## src/rtl/ofs_fim_pcie_ss_ib2sb.sv

```systemverilog
// RX-path converter from in-band-header PCIe SS TLP streams to side-band-header streams.
// The header is moved onto tuser_vendor and the payload is re-packed so that it starts at tdata bit 0.
module ofs_fim_pcie_ss_ib2sb #(
   parameter int DATA_W = 512,
   parameter int HDR_W  = 256
) (
   input  logic                clk,
   input  logic                rst_n,
   input  logic                in_tvalid,
   output logic                in_tready,
   input  logic [DATA_W-1:0]   in_tdata,
   input  logic [DATA_W/8-1:0] in_tkeep,
   input  logic                in_tlast,
   input  logic                in_tuser_vendor,
   output logic                out_tvalid,
   input  logic                out_tready,
   output logic [DATA_W-1:0]   out_tdata,
   output logic [DATA_W/8-1:0] out_tkeep,
   output logic                out_tlast,
   output logic [HDR_W:0]      out_tuser_vendor
);

   localparam int KW = DATA_W / 8;
   localparam int R  = DATA_W - HDR_W;
   localparam int RB = R / 8;
   localparam int HB = HDR_W / 8;

   // The residue is the upper part of the previous beat, still waiting for its output slot.
   logic             held, flush, first, dm;
   logic [HDR_W-1:0] hdr;
   logic [R-1:0]     rdata;
   logic [RB-1:0]    rkeep;

   logic             adv, accept;
   logic [HDR_W-1:0] hdr_sel;
   logic [RB-1:0]    in_upper_keep;

   logic              nx_valid, nx_last, nx_held, nx_flush, nx_first, nx_dm;
   logic [DATA_W-1:0] nx_tdata;
   logic [KW-1:0]     nx_tkeep;
   logic [HDR_W:0]    nx_tuser;
   logic [HDR_W-1:0]  nx_hdr;
   logic [R-1:0]      nx_rdata;
   logic [RB-1:0]     nx_rkeep;

   assign adv           = !out_tvalid || out_tready;
   assign in_tready     = adv && !flush;
   assign accept        = in_tvalid && in_tready;
   assign hdr_sel       = first ? hdr : '0;
   assign in_upper_keep = in_tkeep[KW-1:HB];

   // Next values assume the output stage advances; the registers below only load when adv is high.
   always_comb begin
      // NOTE: every output of this block gets a default first, so no path leaves one unassigned and no latch is inferred.
      nx_valid = out_tvalid;
      nx_last  = out_tlast;
      nx_tdata = out_tdata;
      nx_tkeep = out_tkeep;
      nx_tuser = out_tuser_vendor;
      nx_held  = held;
      nx_flush = flush;
      nx_first = first;
      nx_dm    = dm;
      nx_hdr   = hdr;
      nx_rdata = rdata;
      nx_rkeep = rkeep;

      if (flush) begin
         nx_valid = 1'b1;
         nx_tdata = {{HDR_W{1'b0}}, rdata};
         nx_tkeep = {{HB{1'b0}}, rkeep};
         nx_last  = 1'b1;
         nx_tuser = {hdr_sel, dm};
         nx_held  = 1'b0;
         nx_flush = 1'b0;
      end else if (accept && !held) begin
         nx_hdr = in_tdata[HDR_W-1:0];
         nx_dm  = in_tuser_vendor;
         if (in_tlast) begin
            nx_valid = 1'b1;
            nx_tdata = in_tdata >> HDR_W;
            nx_tkeep = in_tkeep >> HB;
            nx_last  = 1'b1;
            nx_tuser = {in_tdata[HDR_W-1:0], in_tuser_vendor};
         end else begin
            nx_valid = 1'b0;
            nx_rdata = in_tdata[DATA_W-1:HDR_W];
            nx_rkeep = in_upper_keep;
            nx_held  = 1'b1;
            nx_first = 1'b1;
         end
      end else if (accept) begin
         nx_valid = 1'b1;
         nx_tdata = {in_tdata[HDR_W-1:0], rdata};
         nx_tkeep = {in_tkeep[HB-1:0], rkeep};
         nx_tuser = {hdr_sel, dm};
         nx_first = 1'b0;
         nx_rdata = in_tdata[DATA_W-1:HDR_W];
         nx_rkeep = in_upper_keep;
         nx_last  = 1'b0;
         if (in_tlast && in_upper_keep == '0) begin
            nx_last = 1'b1;
            nx_held = 1'b0;
         end else if (in_tlast) begin
            nx_flush = 1'b1;
         end
      end else begin
         nx_valid = 1'b0;
      end
   end

   always_ff @(posedge clk) begin
      if (!rst_n) begin
         out_tvalid       <= 1'b0;
         out_tlast        <= 1'b0;
         out_tkeep        <= '0;
         out_tuser_vendor <= '0;
         held             <= 1'b0;
         flush            <= 1'b0;
         first            <= 1'b0;
      end else if (adv) begin
         out_tvalid       <= nx_valid;
         out_tlast        <= nx_last;
         out_tkeep        <= nx_tkeep;
         out_tuser_vendor <= nx_tuser;
         held             <= nx_held;
         flush            <= nx_flush;
         first            <= nx_first;
      end
   end

   // NOTE: wide datapath registers are left unreset; they are only observed while the reset control state marks them meaningful.
   always_ff @(posedge clk) begin
      if (adv) begin
         out_tdata <= nx_tdata;
         hdr       <= nx_hdr;
         dm        <= nx_dm;
         rdata     <= nx_rdata;
         rkeep     <= nx_rkeep;
      end
   end

endmodule

```

## config.mk

```make
export PLATFORM = sky130hd
export DESIGN_NAME = ofs_fim_pcie_ss_ib2sb
export DESIGN_NICKNAME = d
export VERILOG_FILES = /design/src/rtl/ofs_fim_pcie_ss_ib2sb.sv
export SDC_FILE = /design/constraint.sdc
export NUM_CORES = 2
export LEC_CHECK = 0
export BUFFER_PORTS_ARGS = -buffer_cell sky130_fd_sc_hd__buf_2
export CAP_MARGIN = 15
export CORE_AREA = 2 2 553 555
export DETAILED_ROUTE_END_ITERATION = 6
export DIE_AREA = 0 0 555 557
export PLACE_DENSITY = 0.36
export SYNTH_ARGS = -nofsm -noshare
export SYNTH_HDL_FRONTEND = slang
export SYNTH_SLANG_ARGS = --single-unit
```

## constraint.sdc

```tcl
create_clock -name clk -period 19.97 [get_ports clk]
set_clock_uncertainty 0.05 [all_clocks]
set_input_delay 0.9985 -clock clk [delete_from_list [all_inputs] [get_ports clk]]
set_output_delay 0.9985 -clock clk [all_outputs]
set_load 0.005 [all_outputs]
```

=== Yosys cells after proc, flatten, opt, wreduce, memory -nomap -nowiden ===
Cells that the tools add are included.

* Div/mod/pow operators: 0
* Bitwise gates (word level): 1
* Eq/ne operators: 3
* Mux-type cells: 39
* Multipliers: 0
* Reduce and logical (&&, ||, !) cells: 16
* $lt $le $gt $ge: 0
* Shifts and indexed selects: 0
* Add/subtract/negate cells: 0

{| class="wikitable"
|+ Operators by type and width
! kind !! count
|-
| $mux 512 || 3
|-
| $mux 256 || 5
|-
| $mux 257 || 4
|-
| $mux 64 || 4
|-
| $mux 32 || 3
|-
| $logic_not 32->1 || 1
|-
| $mux 1 || 20
|-
| $reduce_and 4->1 || 2
|-
| $ne 3x3->1 const B || 2
|-
| $reduce_and 3->1 || 2
|-
| $reduce_bool 3->1 || 2
|-
| $logic_and 1x1->1 || 4
|-
| $logic_not 1->1 || 3
|-
| $ne 2x2->1 const B || 1
|-
| $reduce_bool 2->1 || 1
|-
| $logic_or 1x1->1 || 1
|-
| $not 1->1 || 1
|}

* RAM bits: 0
* Latch bits: 0
* Output and inout bits: 836
* Memories kept: 0
* Memory bits (read-only): 0
* Logic and storage cells: 72
* Register bits after elaboration: 1383

=== Longest topological paths before layout ===
* Depth in word-level cells: 7
* Depth in mapped cells: 8

=== Least setup slack after synthesis ===
No wires, ideal clock.

* Kind: input-to-reg
* From: input out_tready
* To: register rdata[0] (enable)
* Path slack: 3.750 ns
* Stages on the path: 4
* Arrival time: 15.136 ns
* Buffers on the path: 0
* Setup time: 1.034 ns
* Path through: nor2b_1 nor2_1 nand2_1 a21oi_1

* Word-level cells in the longest chain between the ends: 6
* Elaborated cells on any way between the ends: 7

{| class="wikitable"
|+ RTL lines
! element !! RTL line !! RTL
|-
| start: declaration || 16 || <nowiki>input logic out_tready,</nowiki>
|-
| $logic_or 1x1->1 (*) || 46 || <nowiki>assign adv = !out_tvalid || out_tready;</nowiki>
|-
| $logic_and 1x1->1 (*) || 47 || <nowiki>assign in_tready = adv && !flush;</nowiki>
|-
| net in_tready || 10 || <nowiki>output logic in_tready,</nowiki>
|-
| $logic_and 1x1->1 (*) || 48 || <nowiki>assign accept = in_tvalid && in_tready;</nowiki>
|-
| $logic_and 1x1->1 || 76 || <nowiki>end else if (accept && !held) begin</nowiki>
|-
| $ne 2x2->1 (no line) or $reduce_bool 2->1 (tied branches) || - ||
|-
| $reduce_and 4->1 (no line) (*) || - ||
|-
| end signal: assignment || 138 || <nowiki>rdata <= nx_rdata;</nowiki>
|-
| end: declaration || 31 || <nowiki>logic [R-1:0] rdata;</nowiki>
|}

Mark *: on every way through the listed nets, which the timed path passes. The rest lies on a longest branch.
A chain may end at the register's enable or synchronous reset.

=== Worst setup path in the final report ===
* From: register held
* To: register out_tuser_vendor[88]

* Word-level cells in the longest chain between the ends: 4
* Elaborated cells on any way between the ends: 7

{| class="wikitable"
|+ RTL lines
! element !! RTL line !! RTL
|-
| start: declaration || 29 || <nowiki>logic held, flush, first, dm;</nowiki>
|-
| start signal: assignment || 126 || <nowiki>held <= nx_held;</nowiki>
|-
| $logic_not 1->1 (*) || 76 ||
|-
| $logic_and 1x1->1 (*) || 76 ||
|-
| $ne 3x3->1 (no line) (tied with other cells) || - ||
|-
| $reduce_and 3->1 (no line) or $mux 257 (tied branches) || - ||
|-
| end signal: assignment || 125 || <nowiki>out_tuser_vendor <= nx_tuser;</nowiki>
|-
| end: declaration || 20 || <nowiki>output logic [HDR_W:0] out_tuser_vendor</nowiki>
|}

Mark *: on every way between the ends. The rest lies on a longest branch, timed or not.

==> results.yml <==
outcome:
  status: "finished clean"
layout:
  synthToLayoutAreaGrowth_pct: 34.2
  nets: 5629
  fill_cells: 32700
  drive_gt1_frac: 0.335
  stdcell_count: 9220
worst_setup_path:
  cp_cell_sequence: "and2b_1 > nand3_4 > inv_8 > buf_4 > buf_4 > buf_4 > buf_12 > a221oi_1 > nor2_1"
  slowest_delay_ns: 0.80
  cp.arrival_ns: 6.59
  worstSetupPathType: "register to register"
  cp.required_ns: 20.70
  cp_max_fo: 174
  start_kind: "register"
  cp-end-kind: "register"
  cpMostUsedCell: "buf_4"
  slowest_stage: "buf_4"
yosys:
  avgSynthCellArea_um2: 13.6
  yosys-top-cells-area: "edfxtp_1 (64%), dfxtp_1 (13%), nand2_1 (6.3%)"
  syn_nets: 4251
  synth_top_area_share: 0.637
  netlist_area_um2: 49800
  ys_seq_area_frac: 0.769
  synth_cell_types: 32
  async_flop_share: 0
  ys_seq_elements: 1383
  synth.most_common_cell: "edfxtp_1"
  ys_warn_count: 0
  yosys-top-cells-count: "edfxtp_1 (1,057), nand2_1 (835), dfxtp_1 (326), nor2_1 (259), and2_1 (256)"
  ys.flop_type: "edfxtp_1"
  synth_top_area_cell: "edfxtp_1"
  synth-edff-count: 1057
  postSynthCellCount: 3669
timing:
  setup_viol: 0
  worst_slew_pin_slew_ns: 1.24
  relSlewSlack: 0.176
  drv_slew: 0
  hold_viol_final: 0
  max_freq_ghz: 0.171
  period_share: 0.293
  rsz0062_at_grt: "false"
  fin_setup_tns_ns: 0
  period_needed_ns: 5.86
drt:
  routed_wl_um: 230000
  drtIter0Drc: 2696
  final_antenna_net_count: 0
  drcViolationCount: 0
  first_pass_iters: 5
  drt-vias-per-instance: 3.86
  routedWlPerCell_um: 24.9
  vias: 35600
grt:
  grt_pass1_wl_um: 307000
  grt_max_degree: 176
  grt_use_total: 0.142
  grt-ovfl-total: 0
  grt_antenna_before_repair: 99
  first_global_vias: 35300
floorplan:
  fp.dieW_um: 555
  row_count: 203
  ios: 1418
  initial_core_util: 0.164
  design.core.area_um2: 304000
  dieHeight_um: 557
  die_area_um2: 309000
place:
  hpwl_um: 167000
  numPortBuffers: 1417
  gpl.final_weighted_congestion: 0.857
  placed_cells: 8868
cts:
  tritoncts: "built"
  clockRootBuffer: "clkbuf_16"
  cts-resized-gates: 0
  htree_levels: 4
  cts_buffer_depth: 4
  cts_sinks: 1383
  post_cts.repair.setup_buffers: 0
  cts_made_buffers: 174
  clock_latency_ns: 0.82
  ctsHoldBuffers: 0
  path_clk_slew_ns: 0.06
power_and_ir_drop:
  cellLeakagePower_uw: 0.0265
  p_per_area_nw_per_um2: 111
  max-vdd-ir-drop_mv: 0.0658
flow_run:
  drv_cap: 0
worst_hold_path:
  min_path_type: "input pin to register"
-- state kept, by name, indices dropped and copies added, names as in the netlist --
signal,flops
out_tuser_vendor,257
hdr,256
out_tkeep,64
rkeep,32
rdata,256
flush,1
out_tvalid,1
first,1
dm,1
held,1
out_tdata,512
out_tlast,1
-- cells by family (layout without fill, tap and decap cells) --
group                  count (synthesis)  in the layout  share of synthesized area
AO/OA/AOI/OAI                        624            624                     0.0874
AND/OR/NAND/NOR                     1402           1402                      0.121
flip-flops                          1383           1383                      0.769
buffers and inverters                260           1783                     0.0229
other                                  0             31                          0
-- final cells by class --
cell class                      instances  area, um2  area share
Multi-Input combinational cell       2026      10400       0.156
Antenna cell                           31       77.6     0.00116
Clock inverter                        113        980      0.0147
Timing Repair Buffer                 1457       7450       0.112
Clock buffer                          208       4540      0.0680
Tap cell                             3997       5000      0.0749
Sequential cell                      1383      38300       0.573
Inverter                                5       42.5    0.000637
-- critical path, delay by kind of cell, from the launching register on --
| family | cells | cell delay, ns |
|---|---|---|
| buffers and inverters | 5 | 3.54 |
| and+or+nand+nor | 3 | 1.13 |
| DFF | 1 | 0.34 |
| AOI/OAI and AO/OA | 1 | 0.24 |
-- cell usage in the layout, fill, tap and decap left out, types with 3 or more instances in the layout --
cell	n
inv_6	6
buf_4	36
and2_1	256
clkbuf_8	4
o21ai_0	225
a221oi_1	236
dfxtp_1	326
nor4_1	8
diode_2	31
a22oi_1	32
nor2b_1	34
o21ai_1	69
edfxtp_1	1057
buf_12	4
clkinv_1	40
clkbuf_1	29
clkinv_16	5
nand2_1	835
clkinv_2	41
clkinv_4	4
buf_2	1416
a221oi_2	20
clkinv_8	5
clkbuf_16	175
nor2_1	259
a31oi_1	33
nand3_1	3
bufinv_16	9
-- path summary, 6_finish.rpt --
kind / from / end / slack, ns / cells past startpoint
worst max register to register: held / out_tuser_vendor[88] / 14.11 / 9
worst max-delay path: held / out_tuser_vendor[88] / 14.11 / 9
worst min-delay path: in_tdata[378] / rdata[122] / 0.27 / 1
worst min register to register: rdata[86] / out_tdata[86] / 0.43 / 2
-- layer usage --
layer / vias up / part of all wire / global-route usage / routed length [um]
li1: 16100 / - / - / -
met5: - / 0.00075 / 0 / 172
met4: 28 / 0.042 / 0.0607 / 9610
met2: 1519 / 0.46 / 0.227 / 106000
met1: 17500 / 0.38 / 0.159 / 87400
met3: 374 / 0.12 / 0.0705 / 26700
-- stage by stage --
stage | worst slack (ns) | hold WS [ns] | total power (uW) | area, um2 | util
after floorplan | 3.75 | 0.428 | 3920 | 49800 | -
after global placement | 13.26 | 0.426 | 4400 | 61200 | 0.201
after detailed placement | 13.22 | 0.428 | 4400 | 61200 | 0.201
after CTS | 13.99 | 0.171 | 7560 | 66700 | 0.219
after global routing | 13.61 | 0.203 | 7740 | 66800 | 0.220
final | 14.11 | 0.268 | 7400 | 66800 | 0.220
-- power by group --
part	internal [uW]	switching, uW
clock network	1760	1340
registers	3390	84.5
logic	257	583
total	5400	2010
Power figures use the tool's default switching activity.
